--- config.mk ---
export PLATFORM = sky130hd
export DESIGN_NAME = display_layout_scheduler
export DESIGN_NICKNAME = d
export VERILOG_FILES = /design/src/rtl/display_layout_scheduler.sv
export SDC_FILE = /design/constraint.sdc
export NUM_CORES = 1
export LEC_CHECK = 0
export ABC_AREA = 1
export CAP_MARGIN = 0
export CORE_MARGIN = 4
export CORE_UTILIZATION = 50
export DETAILED_ROUTE_END_ITERATION = 6
export PLACE_DENSITY_LB_ADDON = 0.3
export SETUP_SLACK_MARGIN = 0.5
export SLEW_MARGIN = 40
export SYNTH_ARGS = -nofsm -noshare
export SYNTH_HDL_FRONTEND = slang
export SYNTH_SLANG_ARGS = --single-unit
--- constraint.sdc ---
create_clock -name pclk -period 5.3 [get_ports pclk]
set_clock_uncertainty 0.15 [all_clocks]
set_input_delay 0.795 -clock pclk [delete_from_list [all_inputs] [get_ports pclk]]
set_output_delay 0.795 -clock pclk [all_outputs]
set_load 0.02 [all_outputs]
--- src/rtl/display_layout_scheduler.sv ---
// Display layout scheduler: turns 640x480 timing into per-pixel camera frame-buffer
// reads (full-screen 2x upscale or 2x2 quad) and muxes the returned pixel back in step.

module display_layout_lane #(
  parameter int PIX_W = 12,
  parameter int CW    = 2,
  parameter int IDX   = 0
) (
  input  logic [CW-1:0]    sel,
  input  logic [PIX_W-1:0] data,
  output logic [PIX_W-1:0] q
);
  assign q = (sel == CW'(IDX)) ? data : '0;
endmodule

module display_layout_scheduler #(
  parameter int               NUM_CAM      = 4,
  parameter int               PIX_W        = 12,
  parameter int               RD_LATENCY   = 1,
  parameter logic [2:0]       RESET_MODE   = 3'd4,
  parameter logic [PIX_W-1:0] BORDER_COLOR = 12'hFFF
) (
  input  logic                     pclk,
  input  logic                     rstn,
  input  logic [9:0]               x_pixel,
  input  logic [9:0]               y_pixel,
  input  logic                     de_in,
  input  logic                     h_sync_in,
  input  logic                     v_sync_in,
  input  logic                     cfg_valid,
  input  logic [2:0]               cfg_mode,
  output logic                     cfg_ready,
  output logic [2:0]               active_mode,
  output logic [NUM_CAM-1:0]       rd_en,
  output logic [16:0]              rd_addr,
  input  logic [NUM_CAM*PIX_W-1:0] rd_data,
  output logic [PIX_W-1:0]         rgb_out,
  output logic                     de_out,
  output logic                     h_sync_out,
  output logic                     v_sync_out
);
  localparam int CW = $clog2(NUM_CAM);

  typedef struct packed {
    logic          de;
    logic          hs;
    logic          vs;
    logic          bdr;
    logic [CW-1:0] cam;
  } side_t;

  localparam side_t SB_RST = '{de: 1'b0, hs: 1'b1, vs: 1'b1, bdr: 1'b0, cam: '0};

  typedef enum logic {IDLE, PENDING} cfg_st_t;

  // ---------------- layout config FSM ----------------
  cfg_st_t    st;
  logic [2:0] pending;
  logic       vs_q;

  always_ff @(posedge pclk or negedge rstn) begin
    if (!rstn) begin
      st          <= IDLE;
      cfg_ready   <= 1'b1;
      active_mode <= RESET_MODE;
      pending     <= RESET_MODE;
      vs_q        <= 1'b1;
    end else begin
      vs_q <= v_sync_in;
      case (st)
        IDLE: begin
          // reserved modes complete the handshake but are dropped
          if (cfg_valid && cfg_ready && cfg_mode <= 3'd4) begin
            pending   <= cfg_mode;
            st        <= PENDING;
            cfg_ready <= 1'b0;
          end
        end
        PENDING: begin
          if (vs_q && !v_sync_in) begin
            active_mode <= pending;
            st          <= IDLE;
            cfg_ready   <= 1'b1;
          end
        end
        default: st <= IDLE;
      endcase
    end
  end

  // ---------------- stage 1: camera select and address ----------------
  logic          quad, qx, qy, border;
  logic [9:0]    col, row;
  logic [CW-1:0] cam_n;
  logic [16:0]   r17, addr_n;

  always_comb begin
    quad   = (active_mode == 3'd4);
    qx     = (x_pixel >= 10'd320);
    qy     = (y_pixel >= 10'd240);
    col    = {1'b0, x_pixel[9:1]};
    row    = {1'b0, y_pixel[9:1]};
    cam_n  = active_mode[CW-1:0];
    border = 1'b0;
    if (quad) begin
      col    = qx ? x_pixel - 10'd320 : x_pixel;
      row    = qy ? y_pixel - 10'd240 : y_pixel;
      cam_n  = CW'({qy, qx});
      border = (x_pixel == 10'd319) || (x_pixel == 10'd320) ||
               (y_pixel == 10'd239) || (y_pixel == 10'd240);
    end
    r17    = 17'(row);
    addr_n = (r17 << 8) + (r17 << 6) + 17'(col);
  end

  // sb_pipe[0] is the stage-1 sideband; [RD_LATENCY] lines up with rd_data
  side_t [RD_LATENCY:0] sb_pipe;

  always_ff @(posedge pclk or negedge rstn) begin
    if (!rstn) begin
      rd_en      <= '0;
      rd_addr    <= '0;
      sb_pipe[0] <= SB_RST;
    end else begin
      sb_pipe[0] <= '{de: de_in, hs: h_sync_in, vs: v_sync_in,
                      bdr: de_in && border, cam: cam_n};
      if (de_in && !border) begin
        rd_en   <= NUM_CAM'(1) << cam_n;
        rd_addr <= addr_n;
      end else begin
        rd_en   <= '0;
      end
    end
  end

  generate
    for (genvar k = 1; k <= RD_LATENCY; k++) begin : g_dly
      always_ff @(posedge pclk or negedge rstn) begin
        if (!rstn) sb_pipe[k] <= SB_RST;
        else       sb_pipe[k] <= sb_pipe[k-1];
      end
    end
  endgenerate

  // ---------------- stage 2: pixel mux ----------------
  logic [NUM_CAM-1:0][PIX_W-1:0] rd_vec, lane_q;
  logic [PIX_W-1:0]              mux_q;
  side_t                         sb_l;

  assign rd_vec = rd_data;
  assign sb_l   = sb_pipe[RD_LATENCY];

  generate
    for (genvar g = 0; g < NUM_CAM; g++) begin : g_lane
      display_layout_lane #(.PIX_W(PIX_W), .CW(CW), .IDX(g)) u_lane (
        .sel  (sb_l.cam),
        .data (rd_vec[g]),
        .q    (lane_q[g])
      );
    end
  endgenerate

  always_comb begin
    mux_q = '0;
    for (int i = 0; i < NUM_CAM; i++) mux_q |= lane_q[i];
  end

  always_ff @(posedge pclk or negedge rstn) begin
    if (!rstn) begin
      rgb_out    <= '0;
      de_out     <= 1'b0;
      h_sync_out <= 1'b1;
      v_sync_out <= 1'b1;
    end else begin
      de_out     <= sb_l.de;
      h_sync_out <= sb_l.hs;
      v_sync_out <= sb_l.vs;
      if (!sb_l.de)     rgb_out <= '0;
      else if (sb_l.bdr) rgb_out <= BORDER_COLOR;
      else              rgb_out <= mux_q;
    end
  end

endmodule

==> reports/metrics.csv <==
stage,metric,value,unit
outcome,status,completed,
global_routing,grt_pass1_wl,14400,um
setup_path,cp_slowest_cell,clkdlybuf4s50_1,
placement,port_buffers,116,
synthesis,ys.flop_type,dfrtp_1,
synthesis,avgSynthCellArea,8.49,um2
job,maxCapViolations,0,
sta,rsz0062_at_grt,false,
layout,drive_gt1_share,12.5,%
cts,h-tree-depth,2,
sta,slew_headroom,44.0,%
synthesis,yosysWarnings,0,
global_routing,grt_pass1_vias,3059,
detailed_routing,viasPerCell,5.26,
synthesis,synthArstFlopShare,100,%
global_routing,grt_start_max_net_pins,57,
synthesis,postSynthCellCount,408,
sta,tightest_slew,0.837,ns
detailed_routing,first_pass_iters,5,
cts,cts_inserted_buffers,5,
detailed_routing,drc,0,
global_routing,grt_usage,21.2,%
detailed_routing,wl_per_cell,14.7,um
floorplanning,die_h,91.2,um
cts,cts_root_buf,clkbuf_8,
hold_path,hold_class,flip-flop to flip-flop,
setup_path,cp_cell_sequence,clkdlybuf4s50_1 > inv_1 > ha_1 > inv_1 > nor2_1 > nand3_1 > o21ai_2 > a21oi_1 > o21ai_0 > o21ai_0 > ha_1 > ha_1 > inv_1 > fa_1 > o21ai_0 > nand4_1 > nand2_1 > nand2_1 > nand2_1 > nand2_1 > nand2_1,
sta,setup_viol,0,
cts,path_clk_slew,0.10,ns
sta,period_share,74.5,%
setup_path,critPathMaxStageDelay,0.45,ns
global_routing,grt_overflow,0,
detailed_routing,drtIter0Drc,151,
cts,cts_setup_buffers,0,
pwr,leakagePower,2.20,nW
sta,whs,0.210,ns
cts,cts_tree,done,
floorplanning,die_w,91.2,um
synthesis,synth_edf_count,0,
floorplanning,coreArea,6760,um2
cts,ctsHoldBuffers,0,
sta,finalHoldViolCount,0,
synthesis,yosysUniqueCellTypes,38,
global_routing,antenna_found_initial,0,
pwr,ir_drop,306,uV
synthesis,yosysSeqAreaShare,40.8,%
detailed_routing,drt_wl_total,8860,um
cts,cts_sinks,56,
pwr,cellPowerDensity,439,nW/um2
cts,cts_resized,0,
cts,clkLatencyLatePin,0.31,ns
floorplanning,rows,30,
floorplanning,io-pin-count,117,
synthesis,syn_nets,510,
detailed_routing,vias,3164,
floorplanning,start_util,51.3,%
sta,post-route-min-period,3.95,ns
sta,fmax,0.253,GHz
layout,nets,623,
setup_path,endpoint_kind,flip-flop,
detailed_routing,ant_nets,0,
pwr,power,2.08,mW
setup_path,crit_top_cell,nand2_1,
cts,clock_path_buffers,2,
sta,slew_viol_final,0,
layout,antenna_cells,0,
layout,syn2layout_area_growth,37.1,%
synthesis,synth_area,3460,um2
sta,tns,0,ns
placement,hpwl,7030,um
setup_path,critPathMaxFanout,4,
setup_path,critPathLaunchType,input pin,
floorplanning,die_area,8320,um2
placement,routabilityCongestion,0.854,
setup_path,cp.required,5.41,ns
setup_path,crit_type,input pin to flip-flop,
synthesis,ys_ff_latch,56,
setup_path,crit_arrival,4.06,ns
layout make-up:
class,count,area (um2)
tap,80,100
clock buffer,6,72.6
fill,549,2010
sequential,56,1410
clock inverter,2,38.8
timing repair buffer,117,1160
inverter,43,161
multi-input combinational,298,1800
registers in the layout (all words and copies together), names as in the netlist:
name,flops
sb_l,6
pending,3
de_out,1
rgb_out,12
active_mode,3
cfg_ready,1
v_sync_out,1
rd_addr,17
rd_en,4
h_sync_out,1
sb_pipe,6
st,1
stage by stage:
stage               setup WS (ns)  area, um2  utilization (%)  cells
global placement             1.22       4630             68.6    594
detailed placement           1.06       4630             68.6    594
finish                       1.35       4750             70.3    602
CTS                          1.39       4740             70.2    602
global route                 1.02       4750             70.3    602
floorplan                    1.86       3460                -    408
layout by cell type, fill, tap and decap left out, types with 2 or more instances in the layout:
cell	synthesis	routed
clkdlybuf4s50_1	0	115
nand2_1	113	113
dfrtp_1	47	47
inv_1	40	40
nor2_1	33	32
ha_1	22	22
a21oi_1	21	21
nand2_2	17	17
o21ai_0	15	15
o21ai_2	11	11
nand3_1	10	10
a221oi_1	9	9
dfstp_2	9	9
xor2_1	6	6
clkbuf_8	0	5
a41oi_1	4	4
mux2_2	4	4
mux2i_1	4	4
inv_2	3	3
nor2_2	2	3
xnor2_1	3	3
fa_1	3	3
o22ai_1	2	2
a21oi_2	2	2
nor3_2	2	2
a31oi_1	2	2
nand4_1	2	2
o21bai_1	2	2
where the power goes:
group          switching (mW)  total (mW)  internal (mW)
Combinational           0.649        1.15          0.496
Sequential             0.0802       0.656          0.576
Clock                   0.138       0.281          0.143
per-layer routing:
metal / routed length, um / vias to the layer above / GRT usage [%]
met5: 0 / - / 0
met4: 114 / 0 / 5.28
met3: 560 / 9 / 4.72
met2: 4500 / 125 / 38.7
met1: 3680 / 1465 / 25.2
li1: - / 1565 / -
worst max-delay path, delay by kind of cell:
kind                     cells  cell delay (ns)
AND/OR/NAND/NOR              8             0.67
buffers and inverters        4             0.72
adder cells (fa/ha/maj)      4             1.04
AO/OA/AOI/OAI                5             0.82
Yosys cell counts (2+ instances only):
master      n  share of area [%]
a21oi_2     2               0.51
inv_1      40                4.3
dfrtp_1    47                 34
nand4_1     2               0.36
o21ai_2    11                2.8
o22ai_1     2               0.36
a31oi_1     2               0.36
clkbuf_1    7               0.76
mux2_2      4                1.3
buf_12      3                1.7
o21bai_1    2               0.43
xnor2_1     3               0.76
a41oi_1     4                1.0
mux2i_1     4                1.2
a21oi_1    21                3.0
xor2_1      6                1.5
dfstp_2     9                6.8
inv_2       3               0.33
a221oi_1    9                2.3
fa_1        3                1.7
ha_1       22                7.9
nand2_2    17                3.1
nand3_1    10                1.4
nor3_2      2               0.58
o21ai_0    15                2.2
nand2_1   113                 12
nor2_1     33                3.6
nor2_2      2               0.36
worst paths after layout:
check,start,end,slack (ns),cells past startpoint
setup / recovery,x_pixel[7],rd_addr[15],1.35,21
hold reg to reg,sb_pipe[5],sb_l[5],0.21,0
setup reg to reg,active_mode[2],rd_addr[15],1.48,16
hold / removal,sb_pipe[5],sb_l[5],0.21,0
max in group asynchronous,rstn,sb_l[1],4.06,2
min in group asynchronous,rstn,de_out,0.46,2
logic make-up after synthesis:
kind of cell,count (synthesis),synth area share (%)
AO/OA/AOI/OAI,72,13.9
buffers and inverters,54,7.37
AND/OR/NAND/NOR,184,23.6
XOR/XNOR,9,2.28
flip-flops,56,40.8
adder cells (fa/ha/maj),25,9.68
multiplexers,8,2.46
Power figures use the tool's default switching activity.
